$ cat src/rtl/fb_dot_writer.sv
`default_nettype none
// ============================================================================
// Module   : fb_dot_writer
// Summary  : Turns line-draw dots into single-beat framebuffer pixel writes.
//            Dots are clipped to the screen, queued in a small FIFO and
//            written as row*SCREEN_WIDTH+col with strobe/ack handshaking.
//            Define FB_DOT_WRITER_CLEAR_EN to add the clear-screen sequencer
//            (clear_i, CLEAR state) that zero-fills the framebuffer.
// Revision : 1.0 - initial release
// ============================================================================
module fb_dot_writer #(
  parameter int unsigned SCREEN_WIDTH  = 100,
  parameter int unsigned SCREEN_HEIGHT = 50,
  parameter int unsigned COORD_SZ      = 16,
  parameter int unsigned ADR_SZ        = 13,
  parameter int unsigned PIXEL_SZ      = 1,
  parameter int unsigned FIFO_DEPTH    = 4
) (
  input  logic                clk_i,
  input  logic                rst_ni,
  input  logic [COORD_SZ-1:0] dot_row_i,
  input  logic [COORD_SZ-1:0] dot_col_i,
  input  logic                dot_valid_i,
  input  logic                clear_i,
  output logic                mem_stb_o,
  output logic [ADR_SZ-1:0]   mem_adr_o,
  output logic [PIXEL_SZ-1:0] mem_dat_o,
  input  logic                mem_ack_i,
  output logic                busy_o,
  output logic                clipped_o,
  output logic                overflow_o
);

  localparam int unsigned           c_PTR_W    = (FIFO_DEPTH > 1) ? $clog2(FIFO_DEPTH) : 1;
  localparam int unsigned           c_CNT_W    = c_PTR_W + 1;
  localparam logic [COORD_SZ-1:0]   c_SCR_W    = COORD_SZ'(SCREEN_WIDTH);
  localparam logic [COORD_SZ-1:0]   c_SCR_H    = COORD_SZ'(SCREEN_HEIGHT);
  localparam logic [ADR_SZ-1:0]     c_PIX_LAST = ADR_SZ'(SCREEN_WIDTH * SCREEN_HEIGHT - 1);
  localparam logic [c_CNT_W-1:0]    c_FULL     = c_CNT_W'(FIFO_DEPTH);

  typedef enum logic [1:0] {
    S_IDLE  = 2'd0,
    S_WRITE = 2'd1,
    S_CLEAR = 2'd2
  } state_t;

  state_t              r_state, w_state_nxt;
  logic                r_stb, w_stb_nxt;
  logic [ADR_SZ-1:0]   r_adr, w_adr_nxt;
  logic [PIXEL_SZ-1:0] r_dat, w_dat_nxt;
  logic                r_clipped;
  logic                r_overflow;

  logic [COORD_SZ-1:0] r_fifo_row [FIFO_DEPTH];
  logic [COORD_SZ-1:0] r_fifo_col [FIFO_DEPTH];
  logic [c_PTR_W-1:0]  r_wr_ptr, r_rd_ptr;
  logic [c_CNT_W-1:0]  r_count;

  logic                w_on_screen;
  logic                w_full, w_empty;
  logic                w_push, w_drop, w_pop;
  logic [COORD_SZ-1:0] w_head_row, w_head_col;
  logic [ADR_SZ-1:0]   w_lin;
  logic                w_clr_pend;
  logic                w_clr_start, w_clr_done;

  // ---------------------------------------------------------------- input stage
  assign w_on_screen = (dot_row_i < c_SCR_H) && (dot_col_i < c_SCR_W);
  assign w_full      = (r_count == c_FULL);
  assign w_empty     = (r_count == '0);
  // Fullness uses pre-pop occupancy, so a full FIFO drops even when it pops.
  assign w_push      = dot_valid_i && w_on_screen && !w_full;
  assign w_drop      = dot_valid_i && w_on_screen &&  w_full;

  assign w_head_row  = r_fifo_row[r_rd_ptr];
  assign w_head_col  = r_fifo_col[r_rd_ptr];
  assign w_lin       = ADR_SZ'(w_head_row * c_SCR_W + w_head_col);

  always_ff @(posedge clk_i) begin
    if (w_push) begin
      r_fifo_row[r_wr_ptr] <= dot_row_i;
      r_fifo_col[r_wr_ptr] <= dot_col_i;
    end
  end

  always_ff @(posedge clk_i) begin
    if (!rst_ni) begin
      r_wr_ptr <= '0;
      r_rd_ptr <= '0;
      r_count  <= '0;
    end else begin
      r_wr_ptr <= r_wr_ptr + c_PTR_W'(w_push);
      r_rd_ptr <= r_rd_ptr + c_PTR_W'(w_pop);
      r_count  <= r_count + c_CNT_W'(w_push) - c_CNT_W'(w_pop);
    end
  end

  always_ff @(posedge clk_i) begin
    if (!rst_ni) begin
      r_clipped  <= 1'b0;
      r_overflow <= 1'b0;
    end else begin
      r_clipped <= dot_valid_i && !w_on_screen;
      if (w_clr_start) r_overflow <= 1'b0;
      if (w_drop)      r_overflow <= 1'b1;
    end
  end

  // ---------------------------------------------------------------- clear request
`ifdef FB_DOT_WRITER_CLEAR_EN
  logic r_clr_pend;

  always_ff @(posedge clk_i) begin
    if (!rst_ni) begin
      r_clr_pend <= 1'b0;
    end else if (w_clr_done) begin
      r_clr_pend <= 1'b0;
    end else if (clear_i && (r_state != S_CLEAR)) begin
      r_clr_pend <= 1'b1;
    end
  end

  assign w_clr_pend = r_clr_pend;
`else
  logic w_unused_clear;
  assign w_unused_clear = clear_i;
  assign w_clr_pend     = 1'b0;
`endif

  // ---------------------------------------------------------------- write FSM
  always_ff @(posedge clk_i) begin
    if (!rst_ni) begin
      r_state <= S_IDLE;
      r_stb   <= 1'b0;
      r_adr   <= '0;
      r_dat   <= '0;
    end else begin
      r_state <= w_state_nxt;
      r_stb   <= w_stb_nxt;
      r_adr   <= w_adr_nxt;
      r_dat   <= w_dat_nxt;
    end
  end

  always_comb begin
    w_state_nxt = r_state;
    w_stb_nxt   = r_stb;
    w_adr_nxt   = r_adr;
    w_dat_nxt   = r_dat;
    w_pop       = 1'b0;
    w_clr_start = 1'b0;
    w_clr_done  = 1'b0;
    case (r_state)
      S_IDLE: begin
`ifdef FB_DOT_WRITER_CLEAR_EN
        if (w_clr_pend && w_empty) begin
          w_state_nxt = S_CLEAR;
          w_stb_nxt   = 1'b1;
          w_adr_nxt   = '0;
          w_dat_nxt   = '0;
          w_clr_start = 1'b1;
        end else
`endif
        if (!w_empty) begin
          w_pop       = 1'b1;
          w_state_nxt = S_WRITE;
          w_stb_nxt   = 1'b1;
          w_adr_nxt   = w_lin;
          w_dat_nxt   = '1;
        end
      end
      S_WRITE: begin
        if (mem_ack_i) begin
          // A pending clear breaks the back-to-back chain so IDLE can arbitrate.
          if (!w_empty && !w_clr_pend) begin
            w_pop     = 1'b1;
            w_adr_nxt = w_lin;
            w_dat_nxt = '1;
          end else begin
            w_stb_nxt   = 1'b0;
            w_state_nxt = S_IDLE;
          end
        end
      end
`ifdef FB_DOT_WRITER_CLEAR_EN
      S_CLEAR: begin
        if (mem_ack_i) begin
          if (r_adr == c_PIX_LAST) begin
            w_stb_nxt   = 1'b0;
            w_state_nxt = S_IDLE;
            w_clr_done  = 1'b1;
          end else begin
            w_adr_nxt = r_adr + 1'b1;
          end
        end
      end
`endif
      default: begin
        w_state_nxt = S_IDLE;
        w_stb_nxt   = 1'b0;
      end
    endcase
  end

  // ---------------------------------------------------------------- outputs
  assign mem_stb_o  = r_stb;
  assign mem_adr_o  = r_adr;
  assign mem_dat_o  = r_dat;
  assign clipped_o  = r_clipped;
  assign overflow_o = r_overflow;
  assign busy_o     = !w_empty || r_stb || (r_state != S_IDLE) || w_clr_pend;

endmodule
`default_nettype wire
$ cat config.mk
export PLATFORM = sky130hd
export DESIGN_NAME = fb_dot_writer
export DESIGN_NICKNAME = d
export VERILOG_FILES = /design/src/rtl/fb_dot_writer.sv
export SDC_FILE = /design/constraint.sdc
export NUM_CORES = 1
export LEC_CHECK = 0
export CORE_MARGIN = 2
export CORE_UTILIZATION = 57
export DETAILED_ROUTE_END_ITERATION = 8
export PLACE_DENSITY = 0.79
export SYNTH_ARGS = -nofsm -noshare
export SYNTH_HDL_FRONTEND = slang
export SYNTH_SLANG_ARGS = --single-unit
$ cat constraint.sdc
create_clock -name clk_i -period 5.3 [get_ports clk_i]
set_input_delay 1.06 -clock clk_i [delete_from_list [all_inputs] [get_ports clk_i]]
set_output_delay 1.06 -clock clk_i [all_outputs]
set_load 0.01 [all_outputs]
### Word-level counts from Yosys, hierarchy flattened

Memories as Yosys holds them, arrays and structs flattened. A register that Yosys moved wholly into a read port is not among the register bits.
Index checks and enable logic that the tools add are counted.

* memory bits (read-only): 0
* bits in latches: 0
* memory bits (writable): 128
* register bits after elaboration: 26
* memories: 2
* word-level logic and storage cells: 61

* div/mod/pow operators: 0
* $mul: 1
* shifts and indexed selects: 0
* add/sub/neg operators: 5
* mux-type cells: 21
* reduce and logical (&&, ||, !) cells: 16
* eq/ne operators: 5
* bitwise gates (word level): 0
* magnitude comparators: 2

Memories
* r_fifo_col: words 4, bits a word 16, rd ports 1, clocked after memory_dff 1, wr ports 1, line 55 `logic [COORD_SZ-1:0] r_fifo_col [FIFO_DEPTH];`
* r_fifo_row: words 4, bits a word 16, rd ports 1, clocked after memory_dff 1, wr ports 1, line 54 `logic [COORD_SZ-1:0] r_fifo_row [FIFO_DEPTH];`

Operators with widths (count)
* 13-bit two-way mux: 2
* 13-bit one-hot mux with 2 select lines: 1
* 16-bit by 6-bit < comparator with 1-bit output (second input constant): 1
* 16-bit by 7-bit < comparator with 1-bit output (second input constant): 1
* 16-bit by 5-bit multiplier with 11-bit output (second input constant): 1
* 13-bit adder: 1
* 2-bit two-way mux: 5
* 1-bit two-way mux: 9
* 2-bit != test (second input constant): 3
* 1-bit one-hot mux with 2 select lines: 3
* 1-bit logical AND: 5
* 2-bit by 1-bit adder with 2-bit output: 2
* 2-bit one-hot mux with 2 select lines: 1
* 2-bit nonzero test: 2
* 3-bit by 1-bit adder with 3-bit output: 1
* 3-bit equality test (second input constant): 1
* 1-bit zero test: 3
* 3-bit zero test: 1
* 3-bit AND reduction: 1
* 3-bit by 1-bit subtractor with 3-bit output: 1
* 2-bit by 1-bit equality test with 1-bit output (second input constant): 1
* 2-bit zero test: 1
* 1-bit logical OR: 2
* 2-bit AND reduction: 1

### Depth between registers and ports, before layout

* word-level depth: 6
* mapped depth: 19
* depth with buffers taken out: 16

### Worst setup path after synthesis

OpenSTA, ideal clock, no wires.

* path type: reg2reg
* start: reg, netlist name r_rd_ptr[0]
* end: reg r_adr[12], in the netlist mem_adr_o[12]
* setup time: 134 ps
* path slack: 755 ps
* path buffers: 3
* data arrival time: 4410 ps
* required time: 5166 ps
* stages on the path, launching flop included: 18
* cells stage by stage: dfxtp_1 -> buf_6 -> buf_2 -> buf_2 -> mux4_2 -> ha_1 -> ha_1 -> fa_1 -> ha_1 -> a21o_1 -> a21oi_1 -> xnor2_1 -> ha_1 -> a21o_1 -> a21oi_1 -> nand2_1 -> xnor2_1 -> a21oi_1

RTL lines
* end signal, assigned: line 140 `r_adr <= w_adr_nxt;`
* end, declared: line 49 `logic [ADR_SZ-1:0] r_adr, w_adr_nxt;`

==> flow_summary.toml <==
[power_and_ir_drop]
pwr_density_cell_nw_per_um2 = 710
p_total_w = 0.00477
p_leak_nw = 2.48
peakVddDrop_mv = 0.455

[place]
portBuffers = 53
gp_congestion = 0.766
placedCellCount = 533
dp_hpwl_um = 6890

[cells_and_area]
diodes = 0
syn2layout_area_growth_pct = 23.9
drive_above_1_share_pct = 15.6
nNetsFinal = 502
final_cells = 565
utilization_pct = 72.7

[worst_setup_path]
r2r_slack_ps = 770
endpoint_kind = "flip-flop"
required_ps = 5670
reg2reg_depth = 16
critPathLaunchType = "flip-flop"
crit_type = "flip-flop to flip-flop"
cp_max_fo = 10
r2r-end = "mem_adr_o[12]"
worstPathArrival_ps = 4900
startpoint = "r_rd_ptr[0]"
r2r-start = "r_rd_ptr[0]"

[logic_synthesis]
synth.most_common_cell = "edfxtp_1"
yosys-top-cells-count = "edfxtp_1, ha_1, inv_1"
synth_top_area_share_pct = 53.2
syn_area_um2 = 5420
synthTopCellsByArea = "edfxtp_1, mux4_2, dfxtp_1"
ys_ff_latch = 120
synth.net_count = 429
synth_warnings = 0
yosys.area.top_type = "edfxtp_1"
synth_edf_count = 96
syn_inst = 350
ys_seq_area_share_pct = 62.0
ys_types = 38
synthArstFlopShare_pct = 0
avgSynthCellArea_um2 = 15.5
synthFlopType = "edfxtp_1"

[detailed_routing]
wl_met3_um = 619
vias_per_cell = 5.53
drcViolationCount = 0
dr_wl_met2_um = 5140
dr.pass1.iters = 4
drt_iter0_drc = 246
vias = 3123
top_layer = "met4"
drt_wl_total_um = 10300
detail_route.wl_per_cell_um = 18.1
drt-met1-wl_um = 4320
drt.antenna.violating_nets = 0

[flow_run]
max-cap-violations = 0

[clock_network]
clockBufferDepth = 2
clk_latency_ps = 500
path_clk_slew_ps = 60
cts_tree = "built"
clkSinkCount = 120
numCtsBuffers = 17
post_cts_resized = 0
htree_levels = 4
ctsHoldBuffers = 0
root_buffer = "clkbuf_8"
post_cts_buffers = 0

[die]
fp-row-count = 35
core-area_um2 = 9240
ios = 55
dieHeight_um = 102
die_w_um = 102
die_area_um2 = 10300
initial_core_util_pct = 58.7

[sta]
skew_ps = 14.0
setup_tns_ps = 0
layout_min_cycle_time_ps = 4530
drv_slew = 0
hold_viol_final = 0
finalSetupViolations = 0
tightest_slew_ps = 761
finalCritPeriodShare_pct = 85.4
rsz0062_at_grt = "false"
hold_ws_ps = 470
maxSlewHeadroom_pct = 49.1
fmax_mhz = 221

[hold_path]
worstHoldPathCells = 1
holdPathEnd = "mem_dat_o"
hold_path.class = "flip-flop to flip-flop"
hold_start = "mem_dat_o"

[grt]
grt_max_degree = 27
grt_pass1_wl_um = 16700
grt_pass1_vias = 3215
grtUsageTotal_pct = 22.3
grt.overflow.total = 0
antenna_found_initial = 0

[status]
status = "finished, final reports clean"
## per-layer routing
metal | track usage, % | vias up
met1 | 29.5 | 1528
met2 | 36.4 | 112
met5 | 0 | -
met3 | 5.18 | 11
met4 | 8.11 | 0
li1 | - | 1472
## cell usage in the layout, fill, tap and decap left out, drive strengths merged, types with 2 or more instances in the layout
cell type	count
o21ai	9
o21bai	3
nor3	4
inv	31
mux4	24
a21o	6
nand2	22
a21oi	10
and2	8
nand4	2
nor2	6
fa	7
a21boi	8
o311ai	2
dfxtp	24
nand3	5
xor2	6
nor2b	2
clkbuf	18
clkinv	7
clkdlybuf4s50	53
a31oi	2
clkinvlp	2
edfxtp	96
buf	11
ha	35
nor4	4
xnor2	14
o21a	5
## critical path, cell delays in order, from the launching register on
cell     delay [ps]
dfxtp_1         660
buf_4           280
mux4_2          590
ha_1            320
ha_1            280
inv_1            60
fa_1            520
inv_1            50
ha_1            330
a21oi_1         210
xnor2_1         100
ha_1            350
a21o_1          210
a21oi_1         140
nand2_1          80
xnor2_1         150
a21oi_1          80
## cells by family after synthesis
kind of cell,share of synthesized area (%)
AOI/OAI and AO/OA,5.84
xor gates and xnor gates,3.23
adders and majority gates,10.7
buffers and inverters,2.75
DFF,62.0
muxes,10.1
and+or+nand+nor,5.36
## per-stage QoR
stage / instance area (um^2) / setup WS (ps)
after floorplan: 5420 / 755
after global placement: 6160 / 765
after detailed placement: 6160 / 666
after CTS: 6720 / 676
after global routing: 6720 / 403
final: 6720 / 772
## cell type report
cell class / count / area, um^2
inverter: 27 / 101
multi-input combinational: 193 / 1920
timing repair buffer: 64 / 613
sequential: 120 / 3360
clock inverter: 14 / 140
tap: 129 / 161
fill: 573 / 2520
clock buffer: 18 / 418
## state kept, by name (all words and copies together) (netlist names)
signal	cells
mem_stb_o	1
clipped_o	1
mem_dat_o	1
r_fifo_col	52
r_rd_ptr	2
r_count	3
mem_adr_o	13
overflow_o	1
r_fifo_row	44
r_wr_ptr	2
## power breakdown
| part | internal, W | switching, W | leakage, nW |
|---|---|---|---|
| Combinational | 0.00127 | 0.00129 | 1.15 |
| Sequential | 0.00108 | 0.0000627 | 1.06 |
| Clock | 0.000633 | 0.000431 | 0.269 |
| Total | 0.00299 | 0.00178 | 2.48 |
## how the worst max path moves through the flow
| stage | endpoint |
|---|---|
| finish | mem_adr_o[12] |
| global route | mem_adr_o[12] |
| CTS | mem_adr_o[12] |
| detailed placement | r_count[2] |
| global placement | r_count[2] |
| floorplan | mem_adr_o[12] |
Note: power is estimated with default switching activity, not from simulation.
